[config.mk]
export PLATFORM = sky130hd
export DESIGN_NAME = btn_press_counter
export DESIGN_NICKNAME = d
export VERILOG_FILES = /design/src/rtl/btn_press_counter.sv
export SDC_FILE = /design/constraint.sdc
export NUM_CORES = 1
export LEC_CHECK = 0
export CAP_MARGIN = 20
export CORE_MARGIN = 4
export CORE_UTILIZATION = 49
export CTS_CLUSTER_DIAMETER = 150
export DETAILED_ROUTE_END_ITERATION = 10
export GPL_ROUTABILITY_DRIVEN = 0
export PLACE_DENSITY_LB_ADDON = 0.08
export SLEW_MARGIN = 20
export SYNTH_ARGS = -nofsm -noshare
export SYNTH_HDL_FRONTEND = slang
export SYNTH_SLANG_ARGS = --single-unit
[constraint.sdc]
create_clock -name clk -period 1.2 [get_ports clk]
set_input_delay 0.24 -clock clk [delete_from_list [all_inputs] [get_ports clk]]
set_output_delay 0.24 -clock clk [all_outputs]
set_load 0.05 [all_outputs]
[src/rtl/btn_press_counter.sv]
// Two-button up/down press counter: synchronise and debounce active-low pins, count presses
// modulo MODULUS, light red LED on MATCH and pulse green LED for WRAP_HOLD cycles on every wrap.
module btn_press_counter #(
  parameter int CNT_WIDTH       = 3,
  parameter int MODULUS         = 7,
  parameter int MATCH           = 6,
  parameter int DEBOUNCE_CYCLES = 4,
  parameter int WRAP_HOLD       = 8
) (
  input  logic                 clk,
  input  logic                 rst,
  input  logic                 btn1_n,
  input  logic                 btn2_n,
  output logic                 led_rgb_red_n,
  output logic                 led_rgb_green_n,
  output logic [CNT_WIDTH-1:0] count,
  output logic                 press_pulse
);

  localparam int SW = $clog2(DEBOUNCE_CYCLES + 1);
  localparam int HW = $clog2(WRAP_HOLD + 1);
  localparam logic [CNT_WIDTH-1:0] CNT_MAX     = CNT_WIDTH'(MODULUS - 1);
  localparam logic [CNT_WIDTH-1:0] CNT_MATCH   = CNT_WIDTH'(MATCH);
  localparam logic [SW-1:0]        STABLE_LAST = SW'(DEBOUNCE_CYCLES - 1);
  localparam logic [HW-1:0]        HOLD_LOAD   = HW'(WRAP_HOLD);

  // bit 0 = btn1 (up), bit 1 = btn2 (down)
  logic [1:0] sync1_q, sync1_d;
  logic [1:0] sync2_q, sync2_d;
  logic [1:0] db_q, db_d;
  logic [1:0] db_prev_q, db_prev_d;
  logic [SW-1:0] stable_q [2];
  logic [SW-1:0] stable_d [2];
  logic [1:0] press_ev;

  logic [CNT_WIDTH-1:0] count_q, count_d;
  logic [HW-1:0]        hold_q, hold_d;
  logic                 press_pulse_q, press_pulse_d;
  logic                 wrap;

  assign sync1_d   = {btn2_n, btn1_n};
  assign sync2_d   = sync1_q;
  assign db_prev_d = db_q;
  assign press_ev  = db_prev_q & ~db_q;

  // stable-counter runs only while the synchronised level disagrees with db
  always_comb begin
    db_d = db_q;
    for (int i = 0; i < 2; i++) begin
      stable_d[i] = '0;
      if (sync2_q[i] != db_q[i]) begin
        if (stable_q[i] == STABLE_LAST) begin
          db_d[i] = sync2_q[i];
        end else begin
          stable_d[i] = stable_q[i] + SW'(1);
        end
      end
    end
  end

  always_comb begin
    count_d       = count_q;
    wrap          = 1'b0;
    press_pulse_d = |press_ev;
    case (press_ev)
      2'b01: begin
        if (count_q == CNT_MAX) begin
          count_d = '0;
          wrap    = 1'b1;
        end else begin
          count_d = count_q + CNT_WIDTH'(1);
        end
      end
      2'b10: begin
        if (count_q == '0) begin
          count_d = CNT_MAX;
          wrap    = 1'b1;
        end else begin
          count_d = count_q - CNT_WIDTH'(1);
        end
      end
      default: ;
    endcase

    hold_d = hold_q;
    if (wrap) begin
      hold_d = HOLD_LOAD;
    end else if (hold_q != '0) begin
      hold_d = hold_q - HW'(1);
    end
  end

  always_ff @(posedge clk) begin
    if (rst) begin
      sync1_q       <= 2'b11;
      sync2_q       <= 2'b11;
      db_q          <= 2'b11;
      db_prev_q     <= 2'b11;
      for (int i = 0; i < 2; i++) stable_q[i] <= '0;
      count_q       <= '0;
      hold_q        <= '0;
      press_pulse_q <= 1'b0;
    end else begin
      sync1_q       <= sync1_d;
      sync2_q       <= sync2_d;
      db_q          <= db_d;
      db_prev_q     <= db_prev_d;
      for (int i = 0; i < 2; i++) stable_q[i] <= stable_d[i];
      count_q       <= count_d;
      hold_q        <= hold_d;
      press_pulse_q <= press_pulse_d;
    end
  end

  assign count           = count_q;
  assign press_pulse     = press_pulse_q;
  assign led_rgb_red_n   = ~(count_q == CNT_MATCH);
  assign led_rgb_green_n = (hold_q == '0);

endmodule

==> results of run 1 <==
[flip-flops by register name, indices dropped and copies added, names as in the netlist]
register,cells
sync2_q,2
press_pulse,1
count,3
db_prev_d,2
db_prev_q,2
sync1_q,2
stable_q,6
hold_q,4
[stage by stage]
step	cell area, µm²	worst slack [ns]	power (mW)	util [%]	std cells
5_1_grt	1650	-0.324	2.27	85.1	163
3_5_place_dp	1300	-0.182	1.47	67.0	145
3_3_place_gp	1300	-0.164	1.46	67.0	145
2_1_floorplan	1050	-0.242	1.24	-	100
4_1_cts	1500	-0.285	1.93	77.2	157
6_report	1650	-0.284	2.18	85.1	163
[routing by layer]
metal | vias up | share of wire [%] | track usage [%]
met5 | - | 0 | 0
met4 | 0 | 1.7 | 7.66
met3 | 4 | 3.4 | 3.38
met2 | 19 | 53 | 26.7
met1 | 372 | 42 | 17.8
li1 | 404 | - | -
[cell type report]
| class | instances | area (µm²) |
|---|---|---|
| Multi-Input combinational cell | 68 | 726 |
| Fill cell | 104 | 290 |
| Tap cell | 27 | 33.8 |
| Sequential cell | 22 | 462 |
| Clock buffer | 4 | 36.3 |
| Timing Repair Buffer | 34 | 357 |
| Inverter | 8 | 37.5 |
[cell usage in the layout (no fill, tap or decap), drive strengths merged, types with 4 or more instances in the layout]
cell / count
ha: 10
buf: 31
a21oi: 5
xnor2: 6
inv: 8
or2: 6
dfxtp: 22
clkbuf: 4
nor2: 14
[logic make-up (layout without fill, tap and decap cells)]
kind of cell               count (synthesis)  count (layout)
AOI/OAI and AO/OA                         15              15
xor gates and xnor gates                   7               7
adders and majority gates                 10              10
buffers and inverters                     10              46
DFF                                       22              22
and+or+nand+nor                           36              36
[report_power, final]
part	switching (mW)	internal, mW
Combinational	0.408	0.529
Sequential	0.0565	0.785
Clock	0.219	0.185
[repair_timing]
item / 4_1_cts / 5_1_grt
gates resized for setup: 22 / 23
cloned: 0 / 0
pin swaps: 18 / 15
hold buffers: 0 / 0
setup buffers: 9 / 8
endpoints found under the setup margin: 17 / 19
[worst max-delay path by stage]
stage	startpoint	endpoint	slack, ns	cells past startpoint
CTS	hold_q[1]$_SDFFE_PP0N_	led_rgb_green_n	-0.29	4
floorplan	hold_q[1]$_SDFFE_PP0N_	hold_q[1]$_SDFFE_PP0N_	-0.24	6
global route	hold_q[0]$_SDFFE_PP0N_	led_rgb_green_n	-0.32	4
global placement	rst	hold_q[1]$_SDFFE_PP0N_	-0.16	3
finish	hold_q[1]$_SDFFE_PP0N_	led_rgb_green_n	-0.28	4
detailed placement	rst	count[0]$_SDFFE_PP0P_	-0.18	3
==> reports/metrics.cfg, run 1 <==
[synthesis]
synth_top_area_share_pct = 44.1
synth_xor_area_share_pct = 6.13
synth_simple_gate_area_share_pct = 22.8
synth_most_common_cell = dfxtp_1
synth_top_family_by_area = simple AND/OR/NAND/NOR gates
ys_ff_latch = 22
synth_seq_area_share_pct = 44.1
synth_area_um2 = 1000
synth_cell_types = 30
synth_fa_ha_area_share_pct = 12.5
synthTopCellsByArea = dfxtp_1 44%, ha_1 13%, xnor2_1 5.3%, nor2_1 4.9%, or2_1 3.8%
syn_nets = 114
syn_area_per_cell_um2 = 10.0
ys_warn_count = 0
synth_area_leader_cell = dfxtp_1
async_flop_share_pct = 0
muxShareOfSynthArea_pct = 0
synth_common_cells = 22 x dfxtp_1, 13 x nor2_1, 10 x ha_1
synth_compound_area_share_pct = 10.6
synthCells = 100
synthFlopType = dfxtp_1
synth_edf_count = 0

[placed_design]
place.detailed.hpwl_um = 1200
portBuffers = 9

[routing]
ant_nets = 0
dr.pass1.iters = 4
drcViolationCount = 0
initialDrtViolationCount = 9
wirelength_um = 2230
wl_per_cell_um = 13.7
vias_per_cell = 4.90
vias = 799

[timing]
fin_setup_tns_ns = -1.01
slew_headroom_pct = 84.0
hold_viol = 0
max_freq_ghz = 0.674
drv_slew = 0
tightest_slew_ns = 0.239
period_needed_ns = 1.48
finalCritPeriodShare_pct = 124
finalSetupViolCount = 9
hold_ws_ns = 0.424
rsz0062_at_grt = yes
worst_slack_ns = -0.284
fin_skew_ns = 0.00987

[floorplan]
dieArea_um2 = 2830
initial_core_util_pct = 51.5
die_y_um = 53.2
core.rowCount = 16
boundaryPins = 10
die_w_um = 53.2
core_um2 = 1940

[finish]
fin_nets = 151
area_delta_synth_final_pct = 65.2
diodes = 0
drive_above_1_share_pct = 58.8

[setup_path]
worst_path_largest_cell_delay_ns = 0.35
rrSetupSlack_ns = -0.12
path_class = flip-flop to primary output
timing.rr.end = count[0]$_SDFFE_PP0P_
slowest_stage = dfxtp_2
critPathTopFamily = flip-flops
critPathLaunchType = flip-flop
reg2reg_depth = 5
cp.required_ns = 0.96
endpoint_kind = primary output
crit_buf_inv = 2
worstPathMaxFanout = 2
critical_path.cell_chain = inv_2 -> ha_4 -> nor3b_4 -> buf_12
arrival_ns = 1.24
r2r_start = count[0]$_SDFFE_PP0P_

[min_path]
hold_depth = 1
min_from = sync1_q[0]$_SDFF_PP1_
hold_path_end = sync2_q[0]$_SDFF_PP1_
hp-class = flip-flop to flip-flop

[clocking]
clock_sinks = 22
htree_num_levels = 1
cts_buffers = 3
tritoncts = built
cts.root.buffer_cell = clkbuf_4
cts_buffer_depth = 2
insertion_delay_ns = 0.30
clk_pin_slew_ns = 0.13

[grt]
grt_pass1_wl_um = 3080
grt_overflow = 0
grt_usage_pct = 15.5
antenna_found_initial = 0
grt_max_degree = 13
grt_pass1_vias = 746

[status]
status = finished with violations
violations = negative setup slack

[power]
p_per_area_nw_per_um2 = 1320
power_leakage_nw = 0.696
peakVddDrop_mv = 1.35

[job]
cap_violations = 0

Note: power is estimated with default switching activity, not from simulation.
==> inputs of run 2 (changes only) <==
Settings changed: GPL_TIMING_DRIVEN set to 0.
==> run 2 against run 1 <==
Net effect: the flow still finishes with violations (negative setup slack); wire length fell by 6.5%; power shrank 8.1%; critical endpoint unchanged; clock power is 19% higher; global-route usage rose by 1.2 points; cell count fell by 4.9%.
==> reports/metrics.cfg, run 2 (synthesis gave the netlist of run 1 again) <==
[status]
status = finished with violations  ; unchanged
violations = negative setup slack  ; unchanged

[timing]
finalCritPeriodShare_pct = 122  ; was 124%
hold_viol = 0  ; unchanged
period_needed_ns = 1.46  ; was 1.48 ns
finalSetupViolCount = 10  ; was 9
drv_slew = 0  ; unchanged
rsz0062_at_grt = yes  ; unchanged
slew_headroom_pct = 72.5  ; was 84.0%
fin_skew_ns = 0.00330  ; was 0.00987 ns
tightest_slew_ns = 0.413  ; was 0.239 ns
max_freq_ghz = 0.683  ; was 0.674 GHz
worst_slack_ns = -0.264  ; was -0.284 ns
fin_setup_tns_ns = -0.950  ; was -1.01 ns

[power]
p_per_area_nw_per_um2 = 1310  ; was 1320 nW/µm²
power_leakage_nw = 0.628  ; was 0.696 nW
peakVddDrop_mv = 1.08  ; was 1.35 mV

[finish]
diodes = 0  ; unchanged
layout_commonest_cell = dfxtp_1  ; was buf_4
largest-register = stable_q  ; unchanged
drive_above_1_share_pct = 55.5  ; was 58.8%
nFillCells = 129  ; was 104
multi_input_area_um2 = 719  ; was 726 µm²
area_delta_synth_final_pct = 53.6  ; was 65.2%
fin_nets = 143  ; was 151
postLayoutCoreUtil_pct = 79.1  ; was 85.1%
regArea_um2 = 458  ; was 462 µm²
final_cell_mix = 12 x dfxtp_1, 11 x buf_4, 10 x nor2_1  ; was 20 x buf_4, 11 x dfxtp_1, 9 x nor2_1, 9 x ha_4, 8 x dfxtp_2
largest_reg_flops = 6  ; unchanged

[floorplan]
core.rowCount = 16  ; unchanged
die_w_um = 53.2  ; unchanged
core_um2 = 1940  ; unchanged
boundaryPins = 10  ; unchanged
die_y_um = 53.2  ; unchanged
dieArea_um2 = 2830  ; unchanged
initial_core_util_pct = 51.5  ; unchanged

[clocking]
cts.root.buffer_cell = clkbuf_4  ; unchanged
clock_sinks = 22  ; unchanged
clk_pin_slew_ns = 0.12  ; was 0.13 ns
tritoncts = built  ; unchanged
htree_num_levels = 1  ; unchanged
cts_buffers = 3  ; unchanged
cts_buffer_depth = 2  ; unchanged
insertion_delay_ns = 0.30  ; about the same

[routing]
wl_per_cell_um = 13.4  ; was 13.7 µm
met2_length_um = 1080  ; was 1180 µm
ant_nets = 0  ; unchanged
vias_per_cell = 5.03  ; was 4.90
wl_met3_um = 56  ; was 75 µm
dr.pass1.iters = 4  ; unchanged
wl_met1_um = 869  ; was 938 µm
vias = 779  ; was 799
drcViolationCount = 0  ; unchanged
top_layer = met4  ; unchanged
initialDrtViolationCount = 4  ; was 9
wirelength_um = 2080  ; was 2230 µm

[setup_path]
rrSetupSlack_ns = -0.12  ; about the same
arrival_ns = 1.22  ; was 1.24 ns
reg2reg_depth = 6  ; was 5
worstPathMaxFanout = 2  ; unchanged
endpoint_kind = primary output  ; unchanged
critPathLaunchType = flip-flop  ; unchanged
path_class = flip-flop to primary output  ; unchanged
cp.required_ns = 0.96  ; about the same

[placed_design]
portBuffers = 9  ; unchanged
place_ws_ns = -0.674  ; was -0.182 ns
place.detailed.hpwl_um = 1150  ; was 1200 µm

[grt]
grt_overflow = 0  ; unchanged
grt_usage_pct = 16.6  ; was 15.5%
antenna_found_initial = 0  ; unchanged
grt_pass1_vias = 727  ; was 746
grt_pass1_wl_um = 3270  ; was 3080 µm
grt_max_degree = 14  ; was 13

[min_path]
hp-class = flip-flop to flip-flop  ; unchanged
hold_depth = 1  ; unchanged

[job]
cap_violations = 0  ; unchanged

-- run 2: layout make-up --
type	count	share of cell area, %
inverters	8	2.44
clock buffers	4	3.10
repair buffers	24	14.8
well taps	27	2.20
multi-input cells	68	46.9
flip-flops and latches	22	29.8
plain buffers	2	0.733
-- run 2: stage by stage --
step	power, mW	cell area, µm²	hold WS (ns)	cells
6_report	2.00	1540	0.421	155
4_1_cts	1.96	1400	0.412	151
3_3_place_gp	1.34	1170	0.387	136
3_5_place_dp	1.37	1170	0.393	136
2_1_floorplan	1.24	1050	0.337	100
5_1_grt	2.10	1540	0.435	155
-- run 2: power breakdown --
part           internal [mW]  switching (mW)
clock                  0.254           0.224
combinational          0.357           0.333
sequential             0.787          0.0492
total                   1.40           0.606
-- run 2: what timing repair did --
item / in CTS / in global routing
hold buffers: 0 / 0
setup buffers: 11 / 4
endpoints found under the setup margin: 18 / 17
pin swaps: 14 / 14
resized for setup: 62 / 23
-- run 2: path summary, 6_finish.rpt --
path	startpoint	end
max	hold_q[1]$_SDFFE_PP0N_	led_rgb_green_n
max reg2reg	count[0]$_SDFFE_PP0P_	count[2]$_SDFFE_PP0P_
min reg2reg	sync1_q[1]$_SDFF_PP1_	sync2_q[1]$_SDFF_PP1_
min	sync1_q[1]$_SDFF_PP1_	sync2_q[1]$_SDFF_PP1_
-- run 2: routing by layer --
metal | GRT usage [%] | vias to the layer above
li1 | - | 389
met1 | 18.3 | 367
met2 | 28.3 | 15
met3 | 4.51 | 8
met4 | 9.79 | 0
met5 | 0 | -
-- run 2: worst max-delay path: stages, from the launching register on --
cell and delay, ns:
dfxtp_2 0.34, inv_2 0.06, ha_4 0.13, nor3b_4 0.20, buf_6 0.19
==> inputs of run 3 (changes only) <==
Settings changed: CORE_ASPECT_RATIO set to 0.6, CORE_UTILIZATION 49 to 40.
==> run 3 against run 2 <==
Net effect: the run still ends with negative setup slack left; clock skew shrank 0.0014 ns; clock-buffer cell count is the same; fmax grew 3.8%; register-to-register slack gained 0.04 ns; setup slack gained 0.053 ns; utilization shrank 12 points; final area shrank 0.81%; non-clock buffer count shrank 1; via count shrank 4.1%; critical path depth is the same; sequential share of layout area grew 0.41 points; highest routed layer unchanged.
==> reports/metrics.cfg, run 3 (synthesis gave the netlist of run 1 again) <==
[timing]
worst_slack_ns = -0.210  ; was -0.264 ns
period_needed_ns = 1.41  ; was 1.46 ns
fin_skew_ns = 0.00189  ; was 0.00330 ns
drv_slew = 0  ; unchanged
slew_headroom_pct = 82.1  ; was 72.5%
hold_viol = 0  ; unchanged
rsz0062_at_grt = yes  ; unchanged
finalCritPeriodShare_pct = 118  ; was 122%
finalSetupViolCount = 8  ; was 10
max_freq_ghz = 0.709  ; was 0.683 GHz
tightest_slew_ns = 0.268  ; was 0.413 ns

[setup_path]
worst_path_largest_cell_delay_ns = 0.33  ; was 0.34 ns
path_class = flip-flop to primary output  ; unchanged
cp_num_cells = 4  ; unchanged
critical_path.cell_chain = inv_2 -> ha_4 -> nor3b_4 -> buf_6  ; unchanged
reg2reg_depth = 5  ; was 6
slowest_stage = dfxtp_2  ; unchanged
arrival_ns = 1.17  ; was 1.22 ns
cp.required_ns = 0.96  ; about the same
crit_buf_inv = 2  ; unchanged
endpoint_kind = primary output  ; unchanged
critPathLaunchType = flip-flop  ; unchanged
rrSetupSlack_ns = -0.08  ; was -0.12 ns
critPathTopFamily = flip-flops  ; unchanged
worstPathMaxFanout = 2  ; unchanged

[finish]
diodes = 0  ; unchanged
fin_nets = 142  ; was 143
drive_above_1_share_pct = 51.2  ; was 55.5%
final_cell_mix = 12 x nor2_1, 12 x dfxtp_1, 12 x buf_4  ; was 12 x dfxtp_1, 11 x buf_4, 10 x nor2_1
largest-register = stable_q  ; unchanged
largest_reg_flops = 6  ; unchanged
area_delta_synth_final_pct = 52.3  ; was 53.6%
final_cell_area_um2 = 1520  ; was 1540 µm²
layoutNonFillerInstCount = 157  ; was 155
nFillCells = 178  ; was 129

[routing]
drcViolationCount = 0  ; unchanged
dr.pass1.iters = 4  ; unchanged
vias = 747  ; was 779
wirelength_um = 1960  ; was 2080 µm
vias_per_cell = 4.76  ; was 5.03
wl_per_cell_um = 12.5  ; was 13.4 µm
initialDrtViolationCount = 29  ; was 4
ant_nets = 0  ; unchanged

[grt]
antenna_found_initial = 0  ; unchanged
grt_pass1_wl_um = 3350  ; was 3270 µm
grt_overflow = 0  ; unchanged
grt_max_degree = 13  ; was 14
grt_pass1_vias = 733  ; was 727
grt_usage_pct = 13.3  ; was 16.6%

[power]
peakVddDrop_mv = 1.34  ; was 1.08 mV
p_per_area_nw_per_um2 = 1340  ; was 1310 nW/µm²
total_power_mw = 2.04  ; was 2.00 mW
power_leakage_nw = 0.628  ; about the same

[clocking]
cts_buffer_depth = 2  ; unchanged
cts_hold_buf = 0  ; unchanged
htree_num_levels = 1  ; unchanged
cts.root.buffer_cell = clkbuf_8  ; was clkbuf_4
tritoncts = built  ; unchanged
clk_pin_slew_ns = 0.08  ; was 0.12 ns
insertion_delay_ns = 0.25  ; was 0.30 ns
cts_buffers = 3  ; unchanged
clock_sinks = 22  ; unchanged

[placed_design]
place_ws_ns = -0.649  ; was -0.674 ns
place_area_um2 = 1170  ; about the same
portBuffers = 9  ; unchanged
dp.cells = 139  ; was 136
place.detailed.hpwl_um = 1220  ; was 1150 µm

[status]
violations = negative setup slack  ; unchanged
status = finished with violations  ; unchanged

[min_path]
hold_depth = 1  ; unchanged
hp-class = flip-flop to flip-flop  ; unchanged

[job]
cap_violations = 0  ; unchanged

[floorplan]
initial_core_util_pct = 43.9  ; was 51.5%
die_y_um = 46.7  ; was 53.2 µm
core_um2 = 2280  ; was 1940 µm²
die_w_um = 72.5  ; was 53.2 µm
core.rowCount = 13  ; was 16
dieArea_um2 = 3390  ; was 2830 µm²
boundaryPins = 10  ; unchanged

## run 3: power by group
part / total (mW) / internal, mW / switching [mW] / leakage, nW
registers: 0.842 / 0.786 / 0.0566 / 0.182
logic: 0.684 / 0.369 / 0.315 / 0.418
clock network: 0.512 / 0.292 / 0.220 / 0.0288
total: 2.04 / 1.45 / 0.592 / 0.628
## run 3: path summary, 6_finish.rpt
path / from / to
hold / removal: sync1_q[1]$_SDFF_PP1_ / sync2_q[1]$_SDFF_PP1_
setup / recovery: hold_q[0]$_SDFFE_PP0N_ / led_rgb_green_n
setup reg to reg: count[1]$_SDFFE_PP0P_ / hold_q[2]$_SDFFE_PP0N_
hold reg to reg: sync1_q[1]$_SDFF_PP1_ / sync2_q[1]$_SDFF_PP1_
## run 3: area by class of cell
class | count | area, µm² | share of cell area [%]
Buffer | 2 | 16.3 | 1.07
Clock buffer | 4 | 55.1 | 3.62
Inverter | 8 | 37.5 | 2.47
Multi-Input combinational cell | 68 | 711 | 46.7
Sequential cell | 22 | 460 | 30.2
Tap cell | 30 | 37.5 | 2.47
Timing Repair Buffer | 23 | 205 | 13.5
## run 3: repair_timing
action | 4_1_cts | 5_1_grt
endpoints found under the setup margin | 18 | 22
buffers inserted | 12 | 2
pin swaps | 15 | 9
hold endpoints to repair | 0 | 0
gates resized for setup | 59 | 20
## run 3: routing by layer
metal	routed length [µm]	track usage [%]	vias to the layer above
met5	0	0	-
met4	8	3.31	0
met3	85	4.58	2
met2	840	21.0	13
met1	1020	17.6	347
li1	-	-	385
## run 3: worst reg2reg max path, delay by kind of cell, from the launching register on
family | cells | cell delay [ns]
buffers and inverters | 1 | 0.06
adder cells (fa/ha/maj) | 1 | 0.15
flip-flops | 1 | 0.40
AO/OA/AOI/OAI | 2 | 0.49
AND/OR/NAND/NOR | 1 | 0.13
## run 3: stage by stage
step | hold slack [ns] | utilization, % | TNS [ns]
floorplan | 0.337 | - | -0.811
global placement | 0.388 | 51.5 | -6.07
detailed placement | 0.392 | 51.5 | -6.00
CTS | 0.400 | 62.1 | -0.617
global route | 0.439 | 66.9 | -1.19
finish | 0.414 | 66.9 | -0.698
